$ cat config.mk
export PLATFORM = sky130hd
export DESIGN_NAME = sm_divider
export DESIGN_NICKNAME = d
export VERILOG_FILES = /design/src/rtl/sm_arith_pkg.sv /design/src/rtl/sm_div_step.sv /design/src/rtl/sm_divider.sv
export SDC_FILE = /design/constraint.sdc
export NUM_CORES = 1
export LEC_CHECK = 0
export ABC_AREA = 0
export BUFFER_PORTS_ARGS = -buffer_cell sky130_fd_sc_hd__buf_2
export CAP_MARGIN = 20
export CORE_ASPECT_RATIO = 0.75
export CORE_MARGIN = 2
export CORE_UTILIZATION = 53
export CTS_CLUSTER_SIZE = 24
export DETAILED_ROUTE_END_ITERATION = 6
export PLACE_DENSITY_LB_ADDON = 0.1
export REMOVE_ABC_BUFFERS = 1
export SYNTH_ARGS = -nofsm -noshare
export SYNTH_HDL_FRONTEND = slang
export SYNTH_HIERARCHICAL = 1
export SYNTH_SLANG_ARGS = --single-unit
$ cat constraint.sdc
create_clock -name clk -period 4.5 [get_ports clk]
set_input_delay 0.225 -clock clk [delete_from_list [all_inputs] [get_ports clk]]
set_output_delay 0.225 -clock clk [all_outputs]
set_load 0.1 [all_outputs]
$ cat src/rtl/sm_arith_pkg.sv
// Shared widths, state encoding and sign-magnitude helpers for the
// sign-magnitude multiplier/divider pair in the arithmetic unit.
package sm_arith_pkg;

  localparam int DIVIDEND_W = 16;  // {sign, unused, mag[13:0]}
  localparam int OPERAND_W  = 8;   // {sign, mag[6:0]}
  localparam int MAG_W      = 7;
  localparam int DMAG_W     = 14;

  typedef enum logic [1:0] {
    IDLE   = 2'd0,
    RUN    = 2'd1,
    FINISH = 2'd2
  } div_state_e;

  // Sign field of an 8-bit sign-magnitude operand.
  function automatic logic sm_sign(input logic [OPERAND_W-1:0] v);
    return v[OPERAND_W-1];
  endfunction

  // Magnitude field of an 8-bit sign-magnitude operand.
  function automatic logic [MAG_W-1:0] sm_mag(input logic [OPERAND_W-1:0] v);
    return v[MAG_W-1:0];
  endfunction

  // Pack sign and magnitude; a zero magnitude is always reported as +0.
  function automatic logic [OPERAND_W-1:0] sm_pack(input logic s,
                                                   input logic [MAG_W-1:0] m);
    return {s & (m != '0), m};
  endfunction

endpackage

$ cat src/rtl/sm_div_step.sv
// One restoring-division step: shift in the next dividend bit, subtract the
// divisor magnitude when it fits, and report the resulting quotient bit.
module sm_div_step
  import sm_arith_pkg::*;
(
  input  logic [OPERAND_W-1:0] rem_i,
  input  logic                 bit_i,
  input  logic [MAG_W-1:0]     dmag_i,
  output logic [OPERAND_W-1:0] rem_o,
  output logic                 q_o
);

  logic [OPERAND_W:0] shifted;

  // Trial subtraction; the remainder stays below the divisor so 8 bits suffice.
  always_comb begin
    shifted = {rem_i, bit_i};
    q_o     = 1'b0;
    rem_o   = shifted[OPERAND_W-1:0];
    if (shifted >= {2'b00, dmag_i}) begin
      q_o   = 1'b1;
      rem_o = OPERAND_W'(shifted - {2'b00, dmag_i});
    end
  end

endmodule

$ cat src/rtl/sm_divider.sv
// Sequential sign-magnitude divider: 14 restoring steps on the dividend
// magnitude, then sign/saturation/divide-by-zero fix-up in FINISH.
// Handshake: a start seen while state is IDLE is accepted on that edge;
// busy stays high until the edge that raises done for one cycle, and the
// results plus flags hold until the next done. start outside IDLE is dropped.
module sm_divider
  import sm_arith_pkg::*;
(
  input  logic                  clk,
  input  logic                  rst,
  input  logic                  start,
  input  logic [DIVIDEND_W-1:0] dividend,
  input  logic [OPERAND_W-1:0]  divisor,
  output logic                  busy,
  output logic                  done,
  output logic [OPERAND_W-1:0]  quotient,
  output logic [OPERAND_W-1:0]  remainder,
  output logic                  div_by_zero,
  output logic                  overflow,
  output div_state_e            state_dbg
);

  div_state_e             state_q, state_d;
  logic [3:0]             cnt_q, cnt_d;
  logic [OPERAND_W-1:0]   rem_q, rem_d;
  logic [DMAG_W-1:0]      quo_q, quo_d;
  logic [DMAG_W:0]        dvd_q, dvd_d;
  logic                   dsign_q, dsign_d;
  logic [OPERAND_W-1:0]   dvs_q, dvs_d;
  logic                   busy_q, busy_d;
  logic                   done_q, done_d;
  logic [OPERAND_W-1:0]   quotient_q, quotient_d;
  logic [OPERAND_W-1:0]   remainder_q, remainder_d;
  logic                   dbz_q, dbz_d;
  logic                   ovf_q, ovf_d;

  logic [OPERAND_W-1:0]   step_rem;
  logic                   step_q;
  logic                   q_sign;
  logic                   q_ovf;

  sm_div_step u_step (
    .rem_i  (rem_q),
    .bit_i  (dvd_q[cnt_q]),
    .dmag_i (sm_mag(dvs_q)),
    .rem_o  (step_rem),
    .q_o    (step_q)
  );

  // Next-state, datapath and result fix-up.
  always_comb begin
    state_d     = state_q;
    cnt_d       = cnt_q;
    rem_d       = rem_q;
    quo_d       = quo_q;
    dvd_d       = dvd_q;
    dsign_d     = dsign_q;
    dvs_d       = dvs_q;
    busy_d      = busy_q;
    done_d      = 1'b0;
    quotient_d  = quotient_q;
    remainder_d = remainder_q;
    dbz_d       = dbz_q;
    ovf_d       = ovf_q;
    q_sign      = dsign_q ^ sm_sign(dvs_q);
    q_ovf       = |quo_q[DMAG_W-1:MAG_W];

    case (state_q)
      IDLE: begin
        if (start) begin
          // Bit 14 of the dividend is masked off: it carries no magnitude.
          dvd_d   = dividend[DMAG_W:0] & {1'b0, {DMAG_W{1'b1}}};
          dsign_d = dividend[DIVIDEND_W-1];
          dvs_d   = divisor;
          cnt_d   = 4'(DMAG_W - 1);
          rem_d   = '0;
          quo_d   = '0;
          busy_d  = 1'b1;
          state_d = RUN;
        end
      end
      RUN: begin
        rem_d = step_rem;
        quo_d = {quo_q[DMAG_W-2:0], step_q};
        cnt_d = cnt_q - 4'd1;
        if (cnt_q == 4'd0) state_d = FINISH;
      end
      FINISH: begin
        if (sm_mag(dvs_q) == '0) begin
          quotient_d  = {q_sign, {MAG_W{1'b1}}};
          remainder_d = '0;
          dbz_d       = 1'b1;
          ovf_d       = 1'b0;
        end else begin
          quotient_d  = sm_pack(q_sign, q_ovf ? {MAG_W{1'b1}} : quo_q[MAG_W-1:0]);
          remainder_d = sm_pack(dsign_q, rem_q[MAG_W-1:0]);
          dbz_d       = 1'b0;
          ovf_d       = q_ovf;
        end
        busy_d  = 1'b0;
        done_d  = 1'b1;
        state_d = IDLE;
      end
      default: state_d = IDLE;
    endcase
  end

  // State and result registers with synchronous reset.
  always_ff @(posedge clk) begin
    if (rst) begin
      state_q     <= IDLE;
      cnt_q       <= '0;
      rem_q       <= '0;
      quo_q       <= '0;
      dvd_q       <= '0;
      dsign_q     <= 1'b0;
      dvs_q       <= '0;
      busy_q      <= 1'b0;
      done_q      <= 1'b0;
      quotient_q  <= '0;
      remainder_q <= '0;
      dbz_q       <= 1'b0;
      ovf_q       <= 1'b0;
    end else begin
      state_q     <= state_d;
      cnt_q       <= cnt_d;
      rem_q       <= rem_d;
      quo_q       <= quo_d;
      dvd_q       <= dvd_d;
      dsign_q     <= dsign_d;
      dvs_q       <= dvs_d;
      busy_q      <= busy_d;
      done_q      <= done_d;
      quotient_q  <= quotient_d;
      remainder_q <= remainder_d;
      dbz_q       <= dbz_d;
      ovf_q       <= ovf_d;
    end
  end

  assign busy        = busy_q;
  assign done        = done_q;
  assign quotient    = quotient_q;
  assign remainder   = remainder_q;
  assign div_by_zero = dbz_q;
  assign overflow    = ovf_q;
  assign state_dbg   = state_q;

endmodule

==> impl.org, run 1 <==
** Worst setup path
- For this run, the slowest stage of the critical path takes a little over 0.7 ns.
- The worst setup path is launched from a register.
- Worst setup path category :: register to register
- Critical Path, Cell by Cell :: mux4_2 > a221oi_1 > a21oi_1 > inv_1 > ha_1 > nand2b_1 > a21oi_1 > o21ai_1 > a2111oi_4 > mux2_2 > a22o_1
- Critical path required time :: ~4.7 ns
- Of all nets on the critical path, the largest fanout is 8.
- Critical path capture point type :: register
- For this design, the slowest cell found on the critical path is a2111oi_4.
- At the worst endpoint, the arrival time is slightly below 4 ns.
- Top cell by count, worst path :: a21oi_1
- On the critical path the largest part of the delay comes from compound AO/OA/AOI/OAI gates.
- Counting both buffers and inverters, the worst setup path holds a total of 1.

** Power
- Worst ir drop on vdd :: 215.9 uV
- Leak pwr :: ~1.5 nW
- Power comes to ~1.6 mW.
- For this design the ratio of total power to cell area is ~440 mW/mm^2.

** Drt
- The first detailed-routing pass took 4 iterations.
- In this run the remaining antenna-violating nets after routing total 0.
- For this block, the routed nets add up to roughly 6.5 mm of wire.
- For this run, design rule violations remaining after detail routing come to 0.
- After detailed routing, the average wire length per cell comes to about 14 um.
- Via count :: 2556
- Drt via density :: approximately 5.5
- After the first detailed-routing iteration, the DRC count stood at approximately 100.

** Placed design
- Buffers on Ports :: 47
- OpenSTA, run right after detailed placement, puts the worst setup slack at between 0.8 and 0.9 ns.
- The HPWL after detailed placement is 4.389 mm.
- Final RePlAce weighted congestion :: 0.8107
- Placed instance area :: 0.003443 mm^2

** GRT
- The first global-routing pass estimated about 11 mm of wire.
- Layer with the highest usage :: met2
- Number of antenna violations at the first check in global routing :: 0
- Entering global routing, the biggest net connects between 40 and 50 pins.
- All-layer global routing usage :: a little over a fifth
- Grt ovf :: 0
- Vias in the first global route :: around 2400
- M2 GR Usage :: between 30% and 40%
- Met1 usage in global routing :: slightly below 30%
- Met3 Use GR :: under 10%

** Layout
- The finished cells cover 0.003640 mm^2.
- Compared with the post-synthesis result, the final layout area differs by 15.07%.
- The filler cells instantiated in the layout total about 520.
- Core utilization of the finished layout :: 62.80%
- Footprint of the multi-input gates :: 0.001565 mm^2
- The sequential cells in the finished layout cover a total of 0.001421 mm^2.
- The final layout contains between 400 and 500 nets.
- Ratio of cells with drive above 1 in the final layout :: 23.71%
- 0 antenna diodes ended up in the layout.

** Synthesis
- Multiplexer fraction of the synthesized cell area :: between 5 and 6%
- The synthesized netlist devotes a little under a quarter of its cell area to compound gates.
- Warnings from Yosys :: 6
- After synthesis, the largest family of logic cells by area is compound AO/OA/AOI/OAI gates.
- Post-synthesis sequential area ratio :: 44.94%
- Synthesized-area fraction occupied by xor and xnor cells :: less than 1%
- In this run the cell area of the synthesized design comes to 0.003163 mm^2.
- Unique cell type count in the Yosys netlist :: between 50 and 60
- The share of synthesized area in the top cell type comes to about 45%.
- Post-synthesis share of cell area spent on full adders, half adders and majority gates :: 3.797%
- Summing the areas of all and, or, nand and nor instances in the mapped netlist gives 15.43% of the synthesized area.
- Synthesis handed over a netlist of about 340 instances.
- After synthesis, the cell types taking the most area are dfxtp_1, a22o_1, nand2_1.
- Post-synthesis area per instance :: a little over 9 um^2
- Cell taking the most area after synthesis :: dfxtp_1
- Flops & latches, synth :: between 70 and 80

** Clocking
- The clock net in this run drives a total of approximately 70 sinks.
- Clock-pin slew on the worst setup and hold paths :: approximately 0.080 ns
- Post-cts repair resize count :: 0
- Clock Tree Buf Depth :: 2
- TritonCTS built the clock tree.
- Cell at the root of the clock tree :: clkbuf_8
- CTS buffer count :: 9
- Post-CTS timing repair inserted 0 buffers for setup.
- Clock latency at the later pin of the worst-skew pair :: around 0.35 ns
- Count of H-tree levels built during CTS :: 3
- Number of hold buffers added after cts :: 0

** Timing
- Across all setup checks in the final design, the least slack found is ~0.9 ns.
- Worst Tran Pin Value :: approximately 0.89 ns
- Max-slew violation total from the final report :: 0
- Share of the clock period used by the worst path :: between 80 and 90%
- Static timing analysis puts the maximum clock frequency at around 0.28 GHz.
- The final hold violation count was 0.
- Measured against its own limit, the worst slew margin works out to 40.28%.
- Final-report setup violation count :: 0
- Across the routed clock network, the largest skew measured is 0.006468 ns.
- Setup TNS :: 0 ns
- Setup repair after global routing left no endpoint under its margin.
- Clock period minus final worst setup slack :: approximately 3.6 ns

** Die
- Die Span X :: 93.21 um
- For this configuration, the core starts out at a cell density of 54.58%.
- In this run the core area contains 24 standard-cell rows.
- Io pins :: approximately 50
- Core Region :: slightly below 0.006 mm^2
- Die outline area :: 0.006608 mm^2
- From bottom edge to top edge, the die measures between 70 and 80 um.

** Min path
- Class of the tightest hold or removal check :: primary input to register

** Job
- Maximum Capacitance Violations :: 0

** Run status
- The flow ran to the end, and the final reports show no timing, DRC or antenna violations.
[power by group]
group          internal, mW  switching, mW  total, mW  leakage, nW
Combinational         0.170          0.233      0.403        0.840
Sequential            0.664         0.0380      0.702        0.578
Clock                 0.259          0.244      0.503       0.0968
Total                  1.09          0.515       1.61         1.51
[layout by cell type (no fill, tap or decap), types with 2 or more instances in the layout]
cell type and count:
dfxtp_1 71, nand2_1 53, buf_2 47, a21oi_1 33, a22o_1 28, inv_1 25
nor2_1 14, a211oi_1 9, clkbuf_8 9, ha_1 8, mux2_2 7, nor2b_1 6
nor3_1 5, o21ai_0 5, mux2i_1 4, buf_4 4, mux4_2 3, o21a_1 3
a2111oi_4 2, nor3b_1 2, or3b_2 2, nor3_2 2, nand2b_1 2, a31oi_1 2
xor2_1 2, or2_2 2, or4_1 2, o211ai_1 2, nor4_1 2, nand3_1 2
a22o_2 2, clkinv_4 2
[synthesized netlist by cell type, drive strengths merged]
cell     number
nand4         1
xor2          2
a311o         1
a2111oi       3
or4           3
o2bb2ai       1
a31oi         2
a221oi        1
nand3b        1
xnor2         1
or3           1
a22o         30
nor3b         3
nor4          3
or2b          1
a21oi        33
o21a          3
o311ai        1
o21ai         6
nand2        53
a211oi        9
or2           2
a41oi         1
o31a          1
nand2b        2
a32o          1
o31ai         1
inv          25
or3b          2
nor2         14
fa            1
mux4          3
o211ai        2
clkbuf       10
a21boi        1
nor2b         6
buf           7
mux2i         4
ha            8
nor3          7
mux2          7
nand3         2
a31o          1
dfxtp        71
[registers in the layout, indices dropped and copies added (netlist names)]
name,cells
quo_q,14
cnt_q,4
done,1
div_by_zero,1
quotient,8
busy,1
dvs_q,8
overflow,1
rem_q,8
remainder,8
dsign_q,1
dvd_q,14
state_dbg,2
[cell families after synthesis]
family | count (synthesis)
simple gates | 101
compound gates | 98
flops | 71
buf+inv | 42
mux | 14
fa+ha+maj | 9
xor+xnor | 3
[per-stage QoR]
step | hold WS [ns] | std cells
2_1_floorplan | 0.2941 | 321
3_3_place_gp | 0.4407 | 450
3_5_place_dp | 0.4434 | 450
4_1_cts | 0.09539 | 466
5_1_grt | 0.09324 | 466
6_report | 0.1047 | 466
[cell type report]
class / count / share of cell area, %
Multi-Input combinational cell: 225 / 43.00
Clock buffer: 10 / 3.506
Inverter: 25 / 2.578
Clock inverter: 6 / 1.891
Sequential cell: 71 / 39.05
Timing Repair Buffer: 51 / 7.288
Tap cell: 78 / 2.681
[routing by layer]
metal	part of all wire, %	vias up
met5	0	-
met4	1.4	0
met3	4.8	9
met2	45	60
met1	49	1189
li1	-	1298
[final timing paths]
check | from | to | slack [ns] | cells past startpoint
max | cnt_q[0]$_SDFFE_PP0P_ | rem_q[4]$_SDFFE_PP0P_ | 0.88 | 11
min | dividend[7] | dvd_q[7]$_SDFFE_PP0P_ | 0.10 | 3
max reg2reg | cnt_q[0]$_SDFFE_PP0P_ | rem_q[4]$_SDFFE_PP0P_ | 0.88 | 11
min reg2reg | dvd_q[13]$_SDFFE_PP0P_ | dvd_q[13]$_SDFFE_PP0P_ | 0.45 | 2
[tightest hold or removal path, stage by stage]
cell and delay, ns:
buf_2 0.09, nand2_1 0.04, a21oi_1 0.05
Power figures use the tool's default switching activity.
==> run 2: changes to the inputs <==
--- a/config.mk
+++ b/config.mk
@@ -5,12 +5,12 @@
 export SDC_FILE = /design/constraint.sdc
 export NUM_CORES = 1
 export LEC_CHECK = 0
-export ABC_AREA = 0
+export ABC_AREA = 1
 export BUFFER_PORTS_ARGS = -buffer_cell sky130_fd_sc_hd__buf_2
 export CAP_MARGIN = 20
 export CORE_ASPECT_RATIO = 0.75
 export CORE_MARGIN = 2
-export CORE_UTILIZATION = 53
+export CORE_UTILIZATION = 51
 export CTS_CLUSTER_SIZE = 24
 export DETAILED_ROUTE_END_ITERATION = 6
 export PLACE_DENSITY_LB_ADDON = 0.1
==> constraint.sdc (replaced) <==
create_clock -name clk -period 2.98 [get_ports clk]
set_input_delay 0.149 -clock clk [delete_from_list [all_inputs] [get_ports clk]]
set_output_delay 0.149 -clock clk [all_outputs]
set_load 0.1 [all_outputs]
==> run 2 against run 1 <==
Worst setup slack got worse by 0.54 ns. Worst hold slack got worse by 0.084 ns. Design area increased by 7.6%. Critical path type unchanged. Critical endpoint is now rem_q[6]$_SDFFE_PP0P_.
==> impl.org, run 2 <==
** Min path
- The worst hold path belongs to the class primary input to register.
- Hold Path Cell Cnt :: 3 (unchanged)

** Worst setup path
- STA classifies the critical path startpoint as a register.
- The setup path with the least slack is of type register to register.
- Critical path required time :: 3.21 ns (-1.53 ns)
- Critical path capture point type :: register
- Traced cell by cell, the critical path runs through inv_1 > o21a_1 > o21ai_0 > nand2_1 > nand2_1 > nand2_1 > inv_1 > ha_1 > inv_1 > nor2_1 > nand2_1 > nand2_2 > nor2_4 > nand2_4 > nand2_1 > nand2_1 > a22oi_2 > nor2_1.
- Worst-case register-to-register setup slack :: 0.34 ns (-0.54 ns)
- The largest fanout of any net on the critical path is 11 (+3).
- Worst path max stage delay :: 0.52 ns (-0.20 ns)
- Data arrival, critical path :: 2.87 ns (-0.99 ns)
- Count of cells along the worst register-to-register path :: 18 (+7)
- The number of buffer and inverter instances along the worst setup path came to 3 (+2).
- The slowest stage of the critical path belongs to the cell dfxtp_1.
- Among the stages of the critical path, the cell type that occurs most often is nand2_1.
- Kind of cell with the highest combined delay on the critical path :: simple AND/OR/NAND/NOR gates
- Number of cells on the critical path :: 18 (+7)

** Synthesis
- Counting instances in the post-synthesis netlist gives the leading cell types as nor2_1, nand2_1, dfxtp_1.
- Share of the synthesized area in the top cell type :: 41.00% (-3.9 points)
- Post-synthesis sequential area ratio :: 41.00% (-3.9 points)
- Flops & latches, synth :: 71 (unchanged)
- Post-synthesis instance area :: 0.003467 mm^2 (+9.6%)
- Warnings from Yosys :: 6 (unchanged)
- Of all cell types, the one taking the most synthesized area is dfxtp_1.
- The async set or reset register ratio after synthesis came to 0% (unchanged).
- Most used DFF post-synth :: dfxtp_1
- Main area contributors after synthesis :: dfxtp_1, nor2_1, nand2_1
- EDFF count, synth :: 0 (unchanged)
- Leading cell type by number of instances after synthesis :: nor2_1
- Post-synthesis area per instance :: 7.253 um^2 (-22%)
- Cell count after synthesis :: 478 (+41%)
- Unique cell type count in the Yosys netlist :: 35 (-34%)

** Die
- Die Span Y :: 75.41 um (+6.4%)
- Core Region :: 0.006444 mm^2 (+11%)
- The starting density of the core is 53.81% (-0.77 points).
- Die Span X :: 99.21 um (+6.4%)
- Io pins :: 49 (unchanged)
- Row cnt :: 25 (+4.2%)
- The floorplan die area came to 0.007481 mm^2 (+13%).

** Power
- The peak supply drop was 385.1 uV (+78%).
- The static leakage is 1.859 nW (+23%).
- Total power divided by cell area :: 692.7 mW/mm^2 (+57%)

** Timing
- The final setup skew is 0.008889 ns (+0.002422 ns).
- Setup TNS :: 0 ns (unchanged)
- Max-slew violation total from the final report :: 0 (unchanged)
- The shortest period the worst path allows came to 2.638 ns (-0.9790 ns).
- Share of the clock period used by the worst path :: 88.53% (+8.1 points)
- The worst slack on hold paths was 0.02070 ns (-0.08401 ns).
- Worst slew margin relative to its limit :: 58.03% (+18 points)
- The final hold violation count came to 0 (unchanged).
- RSZ-0062 raised after global routing :: no
- The transition time at the pin with the least slew margin is 0.6281 ns (-0.2609 ns).
- Achievable frequency :: 0.3791 GHz (+37%)
- The count of final setup violators was 0 (unchanged).

** Clocking
- The worst-case clock buffer depth was 2 (unchanged).
- Count of H-tree levels built during CTS :: 3 (unchanged)
- Count of buffers added by post-CTS timing repair for setup :: 0 (unchanged)
- The clock network latency to the later pin of the worst-skew pair came to 0.35 ns (about the same).
- The tree is rooted in a clkbuf_8.
- The number of cells upsized or downsized after cts is 0 (unchanged).
- The clock net sink count came to 71 (unchanged).
- Number of hold buffers added after cts :: 0 (unchanged)
- CTS buffer count :: 9 (unchanged)
- Clock-pin slew on the worst setup and hold paths :: 0.07 ns (about the same)
- CTS tree :: yes

** Drt
- The post-detailed-route via-to-cell ratio was 5.000 (-8.8%).
- Initial DRC Count :: 121 (+16%)
- The total length of routed wires came to 7.304 mm (+12%).
- The via count of the routed design is 3035 (+19%).
- DR pass1 iterations :: 4 (unchanged)
- Detailed-route DRC error count :: 0 (unchanged)
- The routed length per placed instance was 12.03 um (-14%).
- Post-route antenna net violation count :: 0 (unchanged)

** GRT
- Largest net degree at the start of global routing :: 30 (-30%)
- The initial antenna violation count was 0 (unchanged).
- Grt ovf :: 0 (unchanged)
- All-layer global routing usage :: 21.25% (-0.56 points)
- Vias in the first global route :: 2831 (+19%)
- First-pass GRT wire length :: 12.68 mm (+12%)

** Layout
- Largest regs :: dvd_q (14), quo_q (14)
- Total of fill cells in the finished design :: 634 (+22%)
- Highest-count cells in the layout ignoring fill and taps :: nor2_1, nand2_1, dfxtp_1
- Most common cell after layout, fill and taps aside :: nor2_1
- Count of antenna diodes in the layout :: 0 (unchanged)
- From synthesis to final layout, the design area changed by 12.92%.
- Nets@finish :: 557 (+33%)
- The proportion of layout cells with a drive suffix above 1 is 18.25% (-5.5 points).

** Placed design
- The half-perimeter wire length of the detailed placement result is 5.307 mm (+21%).
- Buffers on Ports :: 47 (unchanged)
- The final weighted congestion of routability-driven global placement came to 0.9302 (+15%).

** Job
- The reported max-cap violation count is 0 (unchanged).

** Run status
- Outcome :: completed
[run 2: cell types whose count changed in the layout (fill, tap and decap cells not counted), moves of 7 or more]
cell,previous run,this run
a22oi_2,0,8
a22o_1,28,0
mux2_2,7,0
a21oi_1,33,12
a211oi_1,9,0
nand2_1,53,80
nand3_1,2,35
nor2_1,14,91
o21ai_0,5,48
o21ai_1,1,10
inv_1,25,58
[run 2: through the flow]
| step | utilization (%) | instance area [um^2] | setup slack (ns) | power [mW] | std cells |
|---|---|---|---|---|---|
| after floorplan | - | 3341 | 0.7242 | 1.710 | 461 |
| after detailed placement | 57.30 | 3692 | 0.3760 | 1.884 | 591 |
| after CTS | 60.76 | 3915 | 0.3510 | 2.738 | 607 |
| after global placement | 57.30 | 3692 | 0.4576 | 1.865 | 591 |
| final | 60.76 | 3915 | 0.3418 | 2.712 | 607 |
| after global routing | 60.76 | 3915 | 0.07605 | 2.893 | 607 |
[run 2: path summary, 6_finish.rpt]
path                                             from               endpoint
worst min-delay path                      dividend[7]  dvd_q[7]$_SDFFE_PP0P_
worst max register to register  cnt_q[0]$_SDFFE_PP0P_  rem_q[6]$_SDFFE_PP0P_
worst max-delay path            cnt_q[0]$_SDFFE_PP0P_  rem_q[6]$_SDFFE_PP0P_
worst min register to register  dvd_q[9]$_SDFFE_PP0P_  dvd_q[9]$_SDFFE_PP0P_
[run 2: cell families after synthesis]
kind of cell | after synthesis | share of synthesized area (%)
AO/OA/AOI/OAI | 86 | 14.83
XOR/XNOR | 3 | 0.7580
adder cells (fa/ha/maj) | 9 | 3.465
buffers and inverters | 79 | 10.39
flip-flops | 71 | 41.00
AND/OR/NAND/NOR | 230 | 29.56
[run 2: cell type report]
type | instances | area (um^2) | area share, %
Multi-Input combinational cell | 328 | 1685 | 43.05
Clock buffer | 11 | 141.4 | 3.611
Tap cell | 81 | 101.3 | 2.589
Clock inverter | 5 | 81.33 | 2.077
Timing Repair Buffer | 49 | 250.2 | 6.392
Sequential cell | 71 | 1421 | 36.31
Inverter | 62 | 234.0 | 5.976
[run 2: worst register-to-register path, cell delays in order (launching register included)]
cell	delay, ns
dfxtp_1	0.52
inv_1	0.20
o21a_1	0.21
o21ai_0	0.06
nand2_1	0.07
nand2_1	0.05
nand2_1	0.08
inv_1	0.06
ha_1	0.22
inv_1	0.11
nor2_1	0.06
nand2_1	0.11
nand2_2	0.08
nor2_4	0.21
nand2_4	0.12
nand2_1	0.09
nand2_1	0.06
a22oi_2	0.16
nor2_1	0.05
[run 2: power breakdown]
group	leakage [nW]	internal, mW	switching, mW
sequential	0.580	1.01	0.0558
combinational	1.17	0.260	0.532
clock	0.110	0.494	0.356
total	1.86	1.77	0.944
[run 2: metal layers]
metal  vias to the layer above  global-route usage (%)  share of wire (%)
li1                       1624                       -                  -
met1                      1353                   27.29                 51
met2                        48                   35.81                 44
met3                        10                   5.688                3.9
met4                         0                   6.393                1.2
met5                         -                       0                  0
